`src/rtl/concatenar_pkg.sv`:
```
// concatenar_pkg: shared state type and sizing helpers for the symbol concatenator
package concatenar_pkg;
  typedef enum logic [1:0] {VAZIO, ENCHENDO, CHEIO} estado_t;
  function automatic int cw_calc(input int width, input int digit);
    return $clog2(width / digit + 1);
  endfunction
  function automatic bit cfg_ok(input int width, input int digit);
    return digit > 0 && digit <= width && width % digit == 0;
  endfunction
endpackage

```
`src/rtl/concatenar_registrado_inicial.sv`:
```
// inicial_constante: drives the constant seed value loaded into the word register
module inicial_constante #(
  parameter int WIDTH = 8,
  parameter logic [WIDTH-1:0] INIT = '0
) (
  output logic [WIDTH-1:0] valor_o
);
  assign valor_o = INIT;
endmodule

```
`src/rtl/concatenar_registrado.sv`:
```
// concatenar_registrado: assembles DIGIT-bit symbols into a seeded WIDTH-bit word with valid/ready on both sides
module concatenar_registrado
  import concatenar_pkg::*;
#(
  parameter int WIDTH = 8,
  parameter int DIGIT = 1,
  parameter logic [WIDTH-1:0] INIT = '0,
  parameter bit MSB_FIRST = 1'b1,
  localparam int CW = cw_calc(WIDTH, DIGIT)
) (
  input  logic             clk,
  input  logic             reset,
  input  logic             clear,
  input  logic             in_valid,
  input  logic [DIGIT-1:0] in_data,
  output logic             in_ready,
  output logic             out_valid,
  input  logic             out_ready,
  output logic [WIDTH-1:0] out_data,
  output logic [CW-1:0]    count
);
  localparam int N = WIDTH / DIGIT;
  if (!cfg_ok(WIDTH, DIGIT)) begin : g_bad_cfg
    $error("concatenar_registrado: WIDTH must be a nonzero multiple of DIGIT");
  end
  estado_t state_q, state_d;
  logic [WIDTH-1:0] data_q, data_d, init_val, shifted;
  logic [CW-1:0] count_q, count_d;
  logic accept, consume, last;
  inicial_constante #(.WIDTH(WIDTH), .INIT(INIT)) u_init (.valor_o(init_val));
  assign in_ready = state_q != CHEIO;
  assign out_valid = state_q == CHEIO;
  assign out_data = data_q;
  assign count = count_q;
  assign accept = in_valid && in_ready;
  assign consume = out_valid && out_ready;
  assign last = count_q == CW'(N - 1);
  // shift operators rather than slices so the single-symbol word (N = 1) needs no special case
  assign shifted = MSB_FIRST ? (data_q << DIGIT) | WIDTH'(in_data)
                             : (data_q >> DIGIT) | (WIDTH'(in_data) << (WIDTH - DIGIT));
  always_comb begin
    state_d = state_q;
    data_d = data_q;
    count_d = count_q;
    if (clear || consume) begin
      state_d = VAZIO;
      data_d = init_val;
      count_d = '0;
    end else if (accept) begin
      state_d = last ? CHEIO : ENCHENDO;
      data_d = shifted;
      count_d = count_q + CW'(1);
    end
  end
  always_ff @(posedge clk) begin
    if (reset) begin
      state_q <= VAZIO;
      data_q <= init_val;
      count_q <= '0;
    end else begin
      state_q <= state_d;
      data_q <= data_d;
      count_q <= count_d;
    end
  end
endmodule

```
`config.mk`:
```
export PLATFORM = sky130hd
export DESIGN_NAME = concatenar_registrado
export DESIGN_NICKNAME = d
export VERILOG_FILES = /design/src/rtl/concatenar_pkg.sv /design/src/rtl/concatenar_registrado_inicial.sv /design/src/rtl/concatenar_registrado.sv
export SDC_FILE = /design/constraint.sdc
export NUM_CORES = 1
export LEC_CHECK = 0
export CORE_MARGIN = 2
export CORE_UTILIZATION = 42
export CTS_CLUSTER_DIAMETER = 150
export DETAILED_ROUTE_END_ITERATION = 16
export HOLD_SLACK_MARGIN = 0.15
export PLACE_DENSITY = 0.86
export SKIP_LAST_GASP = 1
export SYNTH_ARGS = -nofsm -noshare
export SYNTH_HDL_FRONTEND = slang
export SYNTH_SLANG_ARGS = --single-unit
```
`constraint.sdc`:
```
create_clock -name clk -period 1.8 [get_ports clk]
set_clock_uncertainty 0.2 [all_clocks]
set_input_delay 0.36 -clock clk [delete_from_list [all_inputs] [get_ports clk]]
set_output_delay 0.36 -clock clk [all_outputs]
set_load 0.01 [all_outputs]
```
* Yosys cells after proc, flatten, opt, wreduce, memory -nomap -nowiden *
Cells that the tools add are included.

storage, ports and cells
  input bits = 6
  word-level logic and storage cells = 13
  bits in registers = 14
  output and inout port bits = 14

cells by class
  reduce and logical (&&, ||, !) cells = 4
  bitwise operators = 1
  $add $sub $neg = 1
  equality and inequality tests = 3
  multiplexer cells = 1

operators with widths
  kind                                                              count
  8-bit by 1-bit OR with 8-bit output                               1
  4-bit by 1-bit adder with 4-bit output (second input constant)    1
  4-bit by 3-bit == test with 1-bit output (second input constant)  1
  2-bit == test (second input constant)                             1
  1-bit logical AND                                                 2
  2-bit 2-to-1 mux                                                  1
  2-bit != test (second input constant)                             1
  2-bit OR reduction                                                1
  1-bit logical OR                                                  1

* Depth between registers and ports, before layout *
Gate-level depths: netlist (run 1).

  depth after elaboration = 4
  depth in mapped cells = 6
  gate-level depth less buffers = 4

* Cells and area by module *
From an unflattened synthesis (run 1), not the netlist that was laid out.

second synthesis, totals
  cells, all modules = 58
  area total of the unflattened synthesis = 705.7 um^2

by module, submodules not included
  module                 cells each  area an instance (um^2)  sequential area each (um^2)  instances
  concatenar_registrado  49          641.9                    360.3                        1
  inicial_constante      9           63.8                     0.0                          1

* Worst setup path after synthesis (run 1) *
OpenSTA, ideal clock, no wires.

  path type = reg2out
  start = register state_q[1]
  end = output port out_valid
  arrival time = 835 ps
  path buffers = 2
  slack = 405 ps
  data required time = 1240 ps
  cell stages (with the launch flop) = 4
  path through = dfxtp_1 nor2b_1 buf_6 clkbuf_1

between the ends
  cells in the longest elaborated chain, start to end = 1

RTL lines
  what                      line                         text
  start: declaration        concatenar_registrado.sv:26  estado_t state_q, state_d;
  start signal: assignment  concatenar_registrado.sv:61  state_q <= state_d;
  2-bit == test             concatenar_registrado.sv:32  assign out_valid = state_q == CHEIO;
  end: declaration          concatenar_registrado.sv:17  output logic out_valid,

No other way between the ends.

* Final worst setup path (run 1) *
  start = register count_q[0], in the netlist count[0]
  end = output port count[0]

RTL lines
  what                      line                         text
  start: declaration        concatenar_registrado.sv:28  logic [CW-1:0] count_q, count_d;
  start signal: assignment  concatenar_registrado.sv:63  count_q <= count_d;
  end: declaration          concatenar_registrado.sv:20  output logic [CW-1:0] count

No word-level cell between the ends.

==> results of run 1 <==
per-layer routing:
| layer | track usage | wire (um) | vias up |
|---|---|---|---|
| met3 | 0.0372 | 80 | 0 |
| met4 | 0.0726 | 0 | 0 |
| met1 | 0.236 | 600 | 262 |
| met5 | 0 | 0 | - |
| li1 | - | - | 295 |
| met2 | 0.273 | 600 | 21 |
worst max path at each step:
stage                                  endpoint  slack, ns
after floorplan                       out_valid       0.41
after global placement    count[3]$_SDFFE_PP0P_      0.003
after detailed placement  count[3]$_SDFFE_PP0P_      -0.03
after CTS                             out_valid      -0.12
after global routing                   count[2]       0.02
final                                  count[0]       0.06
repair_timing:
action                     in CTS  in global routing
gates resized for setup         3                  6
buffers inserted                0                  0
setup endpoints to repair       3                  6
gates cloned                    0                  0
hold endpoints to repair        0                  0
synthesized netlist by cell type (all sizes together) (2+ instances only):
cell type,instances,area (sq um)
clkbuf,3,11.3
dfxtp,14,280
inv,2,7.51
nand3,10,50.1
buf,3,27.5
or3,2,12.5
o21ai,11,55.1
a21oi,13,65.1
flip-flops by register name, summed over array words and instances, names as in the netlist:
register and flops:
state_q 2, out_data 8, count 4
kinds of logic (layout without fill, tap and decap cells):
kind of cell	Yosys count	count (layout)	share of synthesized area
and+or+nand+nor	17	17	0.160
AOI/OAI and AO/OA	28	28	0.262
buffers and inverters	8	31	0.0789
adders and majority gates	1	1	0.0213
DFF	14	14	0.478
per-stage QoR:
| stage | setup slack (ns) | util | cells | area (sq um) |
|---|---|---|---|---|
| after global placement | 0.00320 | 0.622 | 103 | 810 |
| after global routing | 0.0184 | 0.652 | 106 | 848 |
| after CTS | -0.115 | 0.641 | 106 | 835 |
| final | 0.0586 | 0.652 | 106 | 848 |
| after detailed placement | -0.0327 | 0.622 | 103 | 810 |
| after floorplan | 0.405 | - | 68 | 587 |
power by group through the flow:
stage | sequential (mW) | combinational, mW | clock [mW]
after global routing | 0.316 | 0.0478 | 0.191
after detailed placement | 0.323 | 0.0436 | 0
after floorplan | 0.324 | 0.0181 | 0
final | 0.316 | 0.0436 | 0.172
after CTS | 0.316 | 0.0439 | 0.177
after global placement | 0.323 | 0.0431 | 0
final cells by class:
| cell class | instances | area [sq um] | area share |
|---|---|---|---|
| multi-input cells | 46 | 263 | 0.310 |
| inverters | 2 | 7.51 | 0.00885 |
| flip-flops and latches | 14 | 283 | 0.333 |
| well taps | 15 | 18.8 | 0.0221 |
| clock buffers | 3 | 22.5 | 0.0265 |
| repair buffers | 26 | 254 | 0.299 |
==> impl_results.md, run 1 <==
* CTS buffer count at 3
* Commonest non-fill, non-tap cells in the layout: 13 x a21oi_1, 13 x clkdlybuf4s50_1, 12 x dfxtp_1
* Pwr Density at 627 mW/mm^2
* Slew margin rel. at 0.720
* Final min period at 1.74 ns
* Outcome: finished clean
* Fin crit share at 0.967
* CP max stage cell: clkdlybuf4s50_1
* Initial antenna violation count at 0
* Vias/cell at 5.45
* Setup TNS Final at 0 ns
* Die width at 41.4 um
* R2r endpoint: count[2]$_SDFFE_PP0P_
* Initial detailed-routing violation count at 10
* CP peak stage delay at 0.54 ns
* Core footprint at 0.00130 sq mm
* Worst-path fanout max at 5
* Vias in the first global route at 446
* Hpwl dp at 918 um
* Max Freq at 0.574 GHz
* Critical path type: flop to primary output
* Crit. path cell count at 1
* MaxCap Viol Count at 0
* Layout Nets at 100
* Hold path depth at 2
* H-tree Lvls at 1
* Power Total at 532 uW
* CP arrival at 1.18 ns
* Mapped Avg Cell Area at 8.63 sq um
* Origin of the worst min-delay path: out_data[0]$_SDFFE_PP0P_
* Flops & latches, synth at 14
* Crit. End Element: primary output
* Comb pwr share at 0.082
* Fin. max-slew vios at 0
* Rows at 13
* Via count at 578
* Largest net degree at the start of global routing at 18
* Sw power at 116 uW
* Fin. Hold Viols at 0
* Ys Warns at 0
* Final setup vio count at 0
* CP required at 1.24 ns
* Ys flop type: dfxtp_1
* Hold_buf cts at 0
* CP delay by family, top: buffers and inverters
* Fillers at 120
* Startpoint Class: flop
* RSZ-0062 raised after global routing: no
* Netlist cell types at 19
* CTS root buffer: clkbuf_4
* Total Die Area at 0.00171 sq mm
* Crit path buf inv count at 1
* Pleak at 0.376 nW
* Worst reg2reg setup slack at 0.26 ns
* DRC violation count after routing at 0
* Reg-to-reg critical path startpoint: state_q[1]$_SDFFE_PP0P_
* Clock slew at reported path FFs at 0.08 ns
* CP Cell Sequence: clkdlybuf4s50_1
* Fin Hold WS at 0.284 ns
* Mapped cell area at 587 sq um
* First-pass GRT wire length at 1950 um
* Antenna Cells at 0
* Initial Util at 0.451
* Drt pass-1 iters at 4
* Io pins at 20
* Internal power at 415 uW
* Placer Congestion at 0.705
* Tot GR Track Use at 0.176
* Clock Latency Late Sink at 0.27 ns
* Share of cells above drive strength 1 at 0.154
* Launch point of the critical path: count[0]$_SDFFE_PP0P_
* VDD IR max at 0.390 mV
* Routed WL per cell at 12.1 um
* Sequential share of the synthesized area at 0.478
* Grt ovf at 0
* Fraction of registers with async set/reset at 0
* Layout area overhead at 44.6%
* Worst Hold Class: flop to flop
* EDFF count, synth at 0
* Clock Sinks at 14
* R2R cell count at 5
* Sw Share at 0.219
* CTS tree: done
* Port buffer count at 19
* Clk network pwr share at 0.323
* Antenna Nets Post-Route at 0
* Worst Hold Path EP: out_data[1]$_SDFFE_PP0P_
* Total wire length at 1280 um
* Slew @ Worst Pin at 0.414 ns
* Post-Syn Instances at 68
* Die height at 41.4 um
* Syn_nets at 75
* Flop pwr share at 0.595
* Clock buffer depth at 2
Power figures use the tool's default switching activity.
==> inputs of run 2 (changes only) <==
GPL_ROUTABILITY_DRIVEN = 0   (was default)
SLEW_MARGIN = 20   (was default)
==> results of run 2 <==
Final layout, timing and power as in run 1 (identical DEF).
==> inputs of run 3 (changes only) <==
CORE_UTILIZATION = 28   (was 42)
PLACE_DENSITY = 0.65   (was 0.86)
RECOVER_POWER = 50   (was default)
REMOVE_ABC_BUFFERS = 1   (was default)
==> run 3 against run 2 <==
Total power down 0.16%. Die area rose by 45%. Clock-buffer cell count unchanged. Maximum frequency up 0.11%. Sequential power about the same. Non-clock buffer count increased by 2. Sequential cell count unchanged. Register-to-register slack worse by 0.09 ns. Final cell count up 13%. Critical path depth is the same.
==> impl_results.md, run 3 (synthesized netlist as in run 1, its figures left out) <==
* Outcome: finished clean (unchanged)
* Largest net degree at the start of global routing at 12 (was 18)
* Port buffer count at 19 (unchanged)
* Via count at 591 (was 578)
* Non-Filler Instances at 120 (was 106)
* Fillers at 216 (was 120)
* Crit path buf inv count at 1 (unchanged)
* Rows at 16 (was 13)
* Tot GR Track Use at 0.128 (was 0.176)
* Clock buffer depth at 2 (unchanged)
* Worst Hold Class: flop to flop (unchanged)
* Vias in the first global route at 523 (was 446)
* Placed cell count at 117 (was 103)
* RSZ-0062 raised after global routing: no (unchanged)
* Crit. End Element: primary output (unchanged)
* Pwr Density at 610 mW/mm^2 (was 627 mW/mm^2)
* Initial antenna violation count at 0 (unchanged)
* Clock Sinks at 14 (unchanged)
* Crit. path cell count at 1 (unchanged)
* Layout area overhead at 48.2% (was 44.6%)
* Clock Latency Late Sink at 0.27 ns (about the same)
* Launch point of the critical path: count[0]$_SDFFE_PP0P_ (unchanged)
* Vias/cell at 4.93 (was 5.45)
* Die height at 49.8 um (was 41.4 um)
* Critical path type: flop to primary output (unchanged)
* Initial detailed-routing violation count at 15 (was 10)
* R2R cell count at 5 (unchanged)
* Setup crit end: count[0] (unchanged)
* Most common cell after layout, fill and taps aside: clkdlybuf4s50_1
* CP max stage cell: clkdlybuf4s50_1 (unchanged)
* Layout Nets at 102 (was 100)
* CP Cell Sequence: clkdlybuf4s50_1 (unchanged)
* Routed WL per cell at 12.0 um (was 12.1 um)
* Total wire length at 1440 um (was 1280 um)
* Total Die Area at 0.00248 sq mm (was 0.00171 sq mm)
* MaxCap Viol Count at 0 (unchanged)
* Initial Util at 0.299 (was 0.451)
* Antenna Nets Post-Route at 0 (unchanged)
* Slew margin rel. at 0.746 (was 0.720)
* CTS buffer count at 3 (unchanged)
* CTS tree: done (unchanged)
* Core footprint at 0.00196 sq mm (was 0.00130 sq mm)
* CTS root buffer: clkbuf_4 (unchanged)
* Io pins at 20 (unchanged)
* CP required at 1.24 ns (about the same)
* Share of cells above drive strength 1 at 0.194 (was 0.154)
* R2r endpoint: out_data[3]$_SDFFE_PP0P_ (was count[2]$_SDFFE_PP0P_)
* Max Freq at 0.575 GHz (was 0.574 GHz)
* H-tree Lvls at 1 (unchanged)
* Final setup vio count at 0 (unchanged)
* Hpwl dp at 1100 um (was 918 um)
* Grt ovf at 0 (unchanged)
* CP arrival at 1.18 ns (about the same)
* Worst-path fanout max at 5 (unchanged)
* Antenna Cells at 0 (unchanged)
* Post-Place Worst Slack at -0.0738 ns (was -0.0327 ns)
* Postcts setup bufs at 0 (unchanged)
* Fin util at 0.443 (was 0.652)
* Clock slew at reported path FFs at 0.08 ns (about the same)
* Final WS setup at 0.0605 ns (was 0.0586 ns)
* DRC violation count after routing at 0 (unchanged)
* Slew @ Worst Pin at 0.375 ns (was 0.414 ns)
* Worst reg2reg setup slack at 0.17 ns (was 0.26 ns)
* Startpoint Class: flop (unchanged)
* Max reg flops at 8 (unchanged)
* CP peak stage delay at 0.54 ns (about the same)
* Hold path depth at 2 (unchanged)
* Power Total at 531 uW (was 532 uW)
* First-pass GRT wire length at 2370 um (was 1950 um)
* Final min period at 1.74 ns (about the same)
* Fin. Hold Viols at 0 (unchanged)
* Drt pass-1 iters at 4 (unchanged)
* Fin. max-slew vios at 0 (unchanged)
* Commonest non-fill, non-tap cells in the layout: 16 x clkdlybuf4s50_1, 13 x a21oi_1, 11 x o21ai_0 (was 13 x a21oi_1, 13 x clkdlybuf4s50_1, 12 x dfxtp_1)
* Reg-to-reg critical path startpoint: state_q[0]$_SDFFE_PP0P_ (was state_q[1]$_SDFFE_PP0P_)
* Die width at 49.8 um (was 41.4 um)
* Fin crit share at 0.966 (was 0.967)
* VDD IR max at 0.400 mV (was 0.390 mV)
* Pleak at 0.300 nW (was 0.376 nW)
* CP delay by family, top: buffers and inverters (unchanged)
## run 3: cell count changes in the layout (fill, tap and decap cells not counted), sizes merged
cell	delta
dlymetal6s2s	-5
clkdlybuf4s50	+3
buf	+1
clkbuf	+1
dlygate4sd2	+1
dlygate4sd3	+1
## run 3: worst min-delay path by stage
| stage | slack (ns) | startpoint | end |
|---|---|---|---|
| 3_5_place_dp | 0.28 | out_data[0]$_SDFFE_PP0P_ | out_data[1]$_SDFFE_PP0P_ |
| 5_1_grt | 0.32 | out_data[3]$_SDFFE_PP0P_ | out_data[4]$_SDFFE_PP0P_ |
| 3_3_place_gp | 0.27 | out_data[3]$_SDFFE_PP0P_ | out_data[4]$_SDFFE_PP0P_ |
| 6_report | 0.28 | out_data[0]$_SDFFE_PP0P_ | out_data[1]$_SDFFE_PP0P_ |
| 2_1_floorplan | 0.30 | out_data[0]$_SDFFE_PP0P_ | out_data[1]$_SDFFE_PP0P_ |
| 4_1_cts | 0.29 | out_data[0]$_SDFFE_PP0P_ | out_data[1]$_SDFFE_PP0P_ |
## run 3: final cells by class
cell class | instances | area [sq um] | area share
flip-flops and latches | 14 | 285 | 0.328
multi-input cells | 46 | 268 | 0.308
repair buffers | 28 | 253 | 0.291
well taps | 27 | 33.8 | 0.0388
clock buffers | 3 | 22.5 | 0.0259
inverters | 2 | 7.51 | 0.00863
## run 3: repair_timing
| action | in CTS | in global routing |
|---|---|---|
| gates resized for setup | 5 | 3 |
| endpoints found under the setup margin | 3 | 3 |
| gates cloned | 0 | 0 |
| hold buffers | 0 | 0 |
## run 3: report_power, final
part / internal (mW) / switching, mW
Sequential: 0.313 / 0.00343
Combinational: 0.0240 / 0.0200
Clock: 0.0774 / 0.0929
## run 3: routing by layer
metal / GRT usage / routed length, um
met5: 0 / 0
met4: 0.0417 / 13
met3: 0.0697 / 101
met2: 0.211 / 727
met1: 0.140 / 593
## run 3: metrics by stage
stage	setup TNS (ns)	cell area (sq um)	hold WS, ns
floorplan	-0.830	548	0.297
global placement	-0.0579	840	0.269
detailed placement	-0.181	840	0.275
CTS	0	868	0.287
global route	0	870	0.315
finish	0	870	0.282
